===== config.mk =====
export PLATFORM = sky130hd
export DESIGN_NAME = flappy_game_ctrl_flat
export DESIGN_NICKNAME = d
export VERILOG_FILES = /design/src/rtl/flappy_game_ctrl_if.sv /design/src/rtl/flappy_game_ctrl.sv /design/src/flat_wrapper.sv
export SDC_FILE = /design/constraint.sdc
export NUM_CORES = 1
export LEC_CHECK = 0
export ABC_CLOCK_PERIOD_IN_PS = 2300
export CAP_MARGIN = 10
export CORE_MARGIN = 5
export CORE_UTILIZATION = 54
export DETAILED_ROUTE_END_ITERATION = 6
export GPL_TIMING_DRIVEN = 0
export PLACE_DENSITY_LB_ADDON = 0.05
export RECOVER_POWER = 50
export SYNTH_ARGS = -nofsm -noshare
export SYNTH_HDL_FRONTEND = slang
export SYNTH_SLANG_ARGS = --single-unit

===== constraint.sdc =====
create_clock -name clk -period 2.3 [get_ports clk]
set_input_delay 0.46 -clock clk [delete_from_list [all_inputs] [get_ports clk]]
set_output_delay 0.46 -clock clk [all_outputs]
set_load 0.005 [all_outputs]

===== src/rtl/flappy_game_ctrl_if.sv =====
// Bus between the game controller and its neighbours.
// Instantiate it with the same SCORE_W as the controller.
//   master : input side (synchronizers, pipe/collision logic); drives the
//            flap/collide/pass/height inputs and receives the outputs
//   slave  : the controller itself
//   flap       button level, already synchronized to clk
//   collide    pipe hit this cycle
//   pass       1-cycle pulse when the bird clears a pipe
//   height     current bird height
//   bird_reset sync active-high reset to the bird
//   bird_up    up command to the bird
//   playing    high while a round is in progress
//   game_over  high on the game-over screen
//   score      current round score
//   best       best score since reset
interface flappy_game_ctrl_if #(
  parameter int SCORE_W = 10
);
  logic               flap;
  logic               collide;
  logic               pass;
  logic [8:0]         height;
  logic               bird_reset;
  logic               bird_up;
  logic               playing;
  logic               game_over;
  logic [SCORE_W-1:0] score;
  logic [SCORE_W-1:0] best;

  modport master (
    output flap, collide, pass, height,
    input  bird_reset, bird_up, playing, game_over, score, best
  );

  modport slave (
    input  flap, collide, pass, height,
    output bird_reset, bird_up, playing, game_over, score, best
  );
endinterface


===== src/rtl/flappy_game_ctrl.sv =====
// Round sequencer for the bird datapath.
// Turns flap button edges into bird_up bursts, runs the round through
// IDLE -> PLAY -> (FALL) -> OVER -> IDLE, and keeps current/best score.
// Ports:
//   clk    system clock, shared with the bird
//   reset  asynchronous, active-low
//   bus    flappy_game_ctrl_if.slave (flap/collide/pass/height in,
//          bird_reset/bird_up/playing/game_over/score/best out)
// Every output is a register loaded from the next-state values, so the
// outputs change on the same edge as the state they describe.
module flappy_game_ctrl #(
  parameter int FLAP_CYCLES = 32,
  parameter int LOCKOUT     = 256,
  parameter int FLOOR_H     = 10,
  parameter int SCORE_W     = 10
) (
  input  logic               clk,
  input  logic               reset,
  flappy_game_ctrl_if.slave  bus
);
  localparam int BW = $clog2(FLAP_CYCLES + 1);
  localparam int LW = $clog2(LOCKOUT + 1);

  typedef enum logic [1:0] {IDLE, PLAY, FALL, OVER} state_t;

  state_t             state, state_n;
  logic               flap_q;
  logic [BW-1:0]      burst, burst_n;
  logic [LW-1:0]      lock, lock_n;
  logic [SCORE_W-1:0] score, score_n, best, best_n;
  logic               bird_reset_q, bird_up_q, playing_q, game_over_q;
  logic               fl_edge, floor_hit;

  assign fl_edge   = bus.flap & ~flap_q;
  assign floor_hit = bus.height <= 9'(FLOOR_H);

  always_comb begin
    state_n = state;
    burst_n = burst;
    lock_n  = lock;
    score_n = score;
    best_n  = best;
    case (state)
      IDLE: begin
        if (fl_edge) begin
          state_n = PLAY;
          score_n = '0;
          burst_n = BW'(FLAP_CYCLES);
        end
      end
      PLAY: begin
        // A new edge restarts the burst rather than adding to it.
        if (fl_edge)             burst_n = BW'(FLAP_CYCLES);
        else if (burst != '0)    burst_n = burst - BW'(1);
        // Floor beats collide; a pass on the ending cycle is dropped.
        if (floor_hit) begin
          state_n = OVER;
          lock_n  = LW'(LOCKOUT);
          burst_n = '0;
        end else if (bus.collide) begin
          state_n = FALL;
          burst_n = '0;
        end else if (bus.pass && (score != '1)) begin
          score_n = score + SCORE_W'(1);
        end
      end
      FALL: begin
        burst_n = '0;
        if (floor_hit) begin
          state_n = OVER;
          lock_n  = LW'(LOCKOUT);
        end
      end
      OVER: begin
        // Score is frozen here, so best settles one cycle after entry.
        if (score > best) best_n = score;
        if (lock != '0)   lock_n  = lock - LW'(1);
        else if (fl_edge) state_n = IDLE;
      end
      default: state_n = IDLE;
    endcase
  end

  always_ff @(posedge clk or negedge reset) begin
    if (!reset) begin
      state        <= IDLE;
      flap_q       <= 1'b0;
      burst        <= '0;
      lock         <= '0;
      score        <= '0;
      best         <= '0;
      bird_reset_q <= 1'b1;
      bird_up_q    <= 1'b0;
      playing_q    <= 1'b0;
      game_over_q  <= 1'b0;
    end else begin
      state        <= state_n;
      flap_q       <= bus.flap;
      burst        <= burst_n;
      lock         <= lock_n;
      score        <= score_n;
      best         <= best_n;
      bird_reset_q <= (state_n == IDLE);
      bird_up_q    <= (state_n == PLAY) && (burst_n != '0);
      playing_q    <= (state_n == PLAY);
      game_over_q  <= (state_n == OVER);
    end
  end

  assign bus.bird_reset = bird_reset_q;
  assign bus.bird_up    = bird_up_q;
  assign bus.playing    = playing_q;
  assign bus.game_over  = game_over_q;
  assign bus.score      = score;
  assign bus.best       = best;
endmodule


===== src/flat_wrapper.sv =====
// flat-port wrapper written by rule: the top's interface ports become plain ports
module flappy_game_ctrl_flat 
#(
  parameter int FLAP_CYCLES = 32,
  parameter int LOCKOUT     = 256,
  parameter int FLOOR_H     = 10,
  parameter int SCORE_W     = 10
)
  (clk, reset, bus_flap, bus_collide, bus_pass, bus_height, bus_bird_reset, bus_bird_up, bus_playing, bus_game_over, bus_score, bus_best);
  flappy_game_ctrl_if #(.SCORE_W(SCORE_W)) bus_i ();
  input  logic clk;
  input  logic reset;
  input wire logic [$bits(bus_i.flap)-1:0] bus_flap;
  input wire logic [$bits(bus_i.collide)-1:0] bus_collide;
  input wire logic [$bits(bus_i.pass)-1:0] bus_pass;
  input wire logic [$bits(bus_i.height)-1:0] bus_height;
  output wire logic [$bits(bus_i.bird_reset)-1:0] bus_bird_reset;
  output wire logic [$bits(bus_i.bird_up)-1:0] bus_bird_up;
  output wire logic [$bits(bus_i.playing)-1:0] bus_playing;
  output wire logic [$bits(bus_i.game_over)-1:0] bus_game_over;
  output wire logic [$bits(bus_i.score)-1:0] bus_score;
  output wire logic [$bits(bus_i.best)-1:0] bus_best;
  assign bus_i.flap = bus_flap;
  assign bus_i.collide = bus_collide;
  assign bus_i.pass = bus_pass;
  assign bus_i.height = bus_height;
  assign bus_bird_reset = bus_i.bird_reset;
  assign bus_bird_up = bus_i.bird_up;
  assign bus_playing = bus_i.playing;
  assign bus_game_over = bus_i.game_over;
  assign bus_score = bus_i.score;
  assign bus_best = bus_i.best;
  flappy_game_ctrl #(.FLAP_CYCLES(FLAP_CYCLES), .LOCKOUT(LOCKOUT), .FLOOR_H(FLOOR_H), .SCORE_W(SCORE_W)) u_core (.clk(clk), .reset(reset), .bus(bus_i));
endmodule

==> results by stage <==
Global route:
- For this run, the total global-route usage over all layers was measured as 0.1805.
- For met1 alone, demand over resource in global routing was 0.2178.
- The met2 global-route usage is 0.3197.
- The maximum number of pins on one net before global-route repair is 23.
- The number of global-route vias before repair came to 2,054.
- For this run the aggregate overflow at the end of global routing stands at 0.
- The met3 demand-to-capacity share in global routing is 0.04745.
- The initial antenna violation count is 0.
- The global-route wire length before repair is 9025 um.
- The most utilized layer in the global route result is met2.

Pwr:
- The static power due to leakage is 1.438 nW.
- The power per cell area is 1171 nW/um^2.
- The worst ir drop on vdd is 0.7432 mV.

Critical path:
- The worst reg2reg path endpoint is u_core.bus.bird_up$_DFF_PN0_.
- Data on the critical path arrives at its endpoint at 2540 ps.
- The type of origin of the critical path is a flip-flop.
- For flop-to-flop paths, the worst setup slack is -30 ps.
- For the worst setup path, the data required time is 2510 ps.
- Along the worst path, the maximum fanout reaches 5.
- In this run the critical register-to-register path is launched from u_core.lock[5]$_DFFE_PN0P_.
- The type of the setup path with the least slack is reg -> reg.
- The critical path endpoint category is a flip-flop.
- Counting cells, the worst reg-to-reg path comes to 6.

STA:
- For the finished layout, the period the worst path requires is 2329 ps.
- The count of final setup violators is 1.
- On the final layout, the worst clock skew is 7.411 ps.
- The final period utilization is 1.013.
- Derived from the worst setup path, the maximum achievable clock frequency is 429.3 MHz.
- Measured against its own limit, the worst slew margin works out to 0.1992.
- The worst setup margin is -29.47 ps.
- The number of hold-slack violations in the final timing report came to 0.
- The number of max-slew violations in the final report is 0.
- The measured slew at the worst slew-check pin is 1201 ps.

Synth:
- The cell count after synthesis came out at 258.
- The share of Yosys cell area claimed by the top area cell type is 0.4116.
- The simple logic cell fraction of the synthesized area is 0.1933.
- The flip-flop and latch count after synthesis is 42.
- The sequential share of the synthesized area is 0.4222.
- The library cell occupying the most area in the post-synthesis netlist is dfrtp_1.
- The most common cell in the synthesized netlist is dfrtp_1.
- The post-synthesis share of cell area spent on full adders, half adders and majority gates is 0.09538.
- The fraction of the mapped netlist area in compound gates is 0.1511.
- The total nets after synthesis is 291.
- The commonest register cell after synthesis is dfrtp_1.
- Counting flops with an async set or reset pin after synthesis yields a share of 1.000.
- After synthesis, the largest family of logic cells by area is simple AND/OR/NAND/NOR gates.
- In the synthesized netlist, the cells that appear most often are 41 x dfrtp_1, 24 x nor2_1, 23 x inv_1, 19 x ha_1.
- In this run the cell area of the synthesized design comes to 2492 um^2.
- Of the post-synthesis cell area, the part taken by muxes is 0.04970.
- The number of flops mapped to enable cells by yosys is 0.
- The per-instance average area after synthesis is 9.660 um^2.
- The count of warnings emitted by yosys is 0.
- Yosys attributes the largest share of cell area to dfrtp_1 41%, ha_1 9.5%, mux2_2 5.0%.
- The distinct cell type count after synthesis is 48.
- The XOR/XNOR share of the synthesized area is 0.04217.

Final layout:
- In the final layout, the multi-input gates occupy 1374 um^2.
- Compared with the post-synthesis result, the final layout area differs by 26.71%.
- Across the whole layout, storage elements account for 1054 um^2.
- The fraction of layout cells with a size suffix above 1 is 0.1704.
- The layout filler cell count is 348.
- The final core utilization is 0.7154.
- The repair_antennas step left the layout with diodes totalling 0.
- After the last flow step, the layout net total stands at 343.

CTS:
- The number of buffers between clock root and the deepest sink is 2.
- The number of clock sinks seen by CTS is 42.
- The number of levels the H-tree was split into is 2.
- The clock edge transition at the registers on the reported setup and hold paths is 80 ps.
- The number of clock buffers inserted by TritonCTS is 5.
- The number of hold buffers added after CTS was 0.
- The root buffer cell is clkbuf_8.
- The clock tree from TritonCTS is done.
- The later pin in the worst-skew pair is clocked with a latency of 300 ps.

Route:
- In the routed design, unresolved DRC markers number 0.
- The average wire per standard cell is 14.97 um.
- The first detailed-routing pass ran for 4 iterations.
- Once detail routing completed, the nets flagged for antenna violations numbered 0.
- The DRC marker count from the first detailed-route iteration is 102.
- The wire length reported by the detailed router is 5434 um.
- The routed via count is 2,087.
- In the routed layout, each cell is associated on average with a via count of 5.749.

Floorplanning:
- From left edge to right edge, the die measures 77.94 um.
- The floorplan has 24 rows.
- The initial standard-cell utilization of the core is 0.5646.
- 38 I/O pins were placed.
- The core region area is 4414 um^2.
- From bottom edge to top edge, the die measures 77.94 um.
- The die covers 6074 um^2.

Flow run:
- The max-cap violation count is 0.

Status:
- The final reports fail on negative setup slack.
- The flow ran to the end, but the final reports show violations.

Placement:
- In this run the tool buffered the top-level ports with 37 buffer cells.
- The routability congestion estimate from global placement is 0.8564.
- The worst setup slack before clock tree synthesis is -706.8 ps.
- The estimated wirelength of the detail-placed design is 3844 um.

Min path:
- The class of the tightest hold or removal check is in -> async.
==> cell families after synthesis <==
kind of cell / Yosys count
adders and majority gates: 19
DFF: 42
buffers and inverters: 28
muxes: 11
AOI/OAI and AO/OA: 55
xor gates and xnor gates: 12
and+or+nand+nor: 91
==> cell type report <==
type | instances | area share
multi-input combinational | 188 | 0.4350
sequential | 42 | 0.3336
timing repair buffer | 46 | 0.1395
inverter | 23 | 0.02734
clock buffer | 5 | 0.02179
tap | 52 | 0.02060
clock inverter | 3 | 0.01268
buffer | 4 | 0.009509
==> registers in the layout, summed over array words and instances (netlist names) <==
| register | count |
|---|---|
| u_core.bus.game_over | 1 |
| u_core.bus.bird_reset | 1 |
| u_core.flap_q | 1 |
| u_core.lock | 9 |
| u_core.bus.bird_up | 1 |
| u_core.bus.playing | 1 |
| u_core.bus.best | 10 |
| u_core.state | 2 |
| u_core.burst | 6 |
| u_core.bus.score | 10 |
==> power by group <==
group	switching, mW	internal (mW)	total (mW)
sequential	0.208	0.938	1.15
combinational	1.04	0.934	1.98
clock	0.255	0.320	0.575
==> metal layers <==
metal | vias up | wire, um | share of wire
met5 | - | 0 | 0
met2 | 47 | 2774 | 0.51
met4 | 0 | 48 | 0.0088
met3 | 5 | 261 | 0.048
li1 | 1032 | - | -
met1 | 1003 | 2349 | 0.43
==> timing repair <==
action / in CTS / in global routing
pin swaps: 6 / 6
setup endpoints to repair: 28 / 18
buffers inserted: 4 / 4
resized for setup: 17 / 10
==> how the worst max path moves through the flow <==
| stage | depth (start not counted) | from | to |
|---|---|---|---|
| after detailed placement | 7 | bus_height[6] | u_core.lock[6]$_DFFE_PN0P_ |
| after floorplan | 6 | bus_height[6] | u_core.lock[6]$_DFFE_PN0P_ |
| after global routing | 6 | u_core.lock[5]$_DFFE_PN0P_ | u_core.bus.bird_up$_DFF_PN0_ |
| after global placement | 7 | bus_height[6] | u_core.lock[6]$_DFFE_PN0P_ |
| after CTS | 7 | bus_height[6] | u_core.lock[6]$_DFFE_PN0P_ |
| final | 6 | u_core.lock[5]$_DFFE_PN0P_ | u_core.bus.bird_up$_DFF_PN0_ |
==> layout by cell type, fill, tap and decap left out, drive strengths merged, types with 3 or more instances in the layout <==
cell type,instances
dlygate4sd3,10
nor2b,3
clkbuf,10
dfrtp,41
nand2b,6
nand3,8
nor3,6
buf,12
nand2,16
o21ai,16
a21o,5
xnor2,6
inv,23
and3,3
ha,19
nor4b,3
nor2,24
or3,3
a21oi,11
a211oi,4
mux2,11
a31oi,3
clkdlybuf4s50,20
nand4,7
o31ai,3
xor2,6
==> through the flow <==
| stage | power, mW | TNS [ps] | hold WS [ps] | instance area, um^2 | instances |
|---|---|---|---|---|---|
| after floorplan | 2.419 | -140.1 | 164.4 | 2492 | 258 |
| after global placement | 2.877 | -22820 | 500.5 | 2928 | 347 |
| after detailed placement | 2.916 | -10920 | 459.7 | 2950 | 348 |
| after CTS | 3.605 | 0 | 138.9 | 3097 | 359 |
| after global routing | 4.012 | -393.7 | 492.0 | 3158 | 363 |
| final | 3.697 | -29.47 | 392.2 | 3158 | 363 |
==> worst max-delay path, stage by stage, from the launching register on <==
cell      delay [ps]
dfrtp_1          460
nor4_1           510
and4b_2          400
nor2_1            70
o31a_1           300
a311oi_2         310
a21boi_0         200
Note: power is estimated with default switching activity, not from simulation.
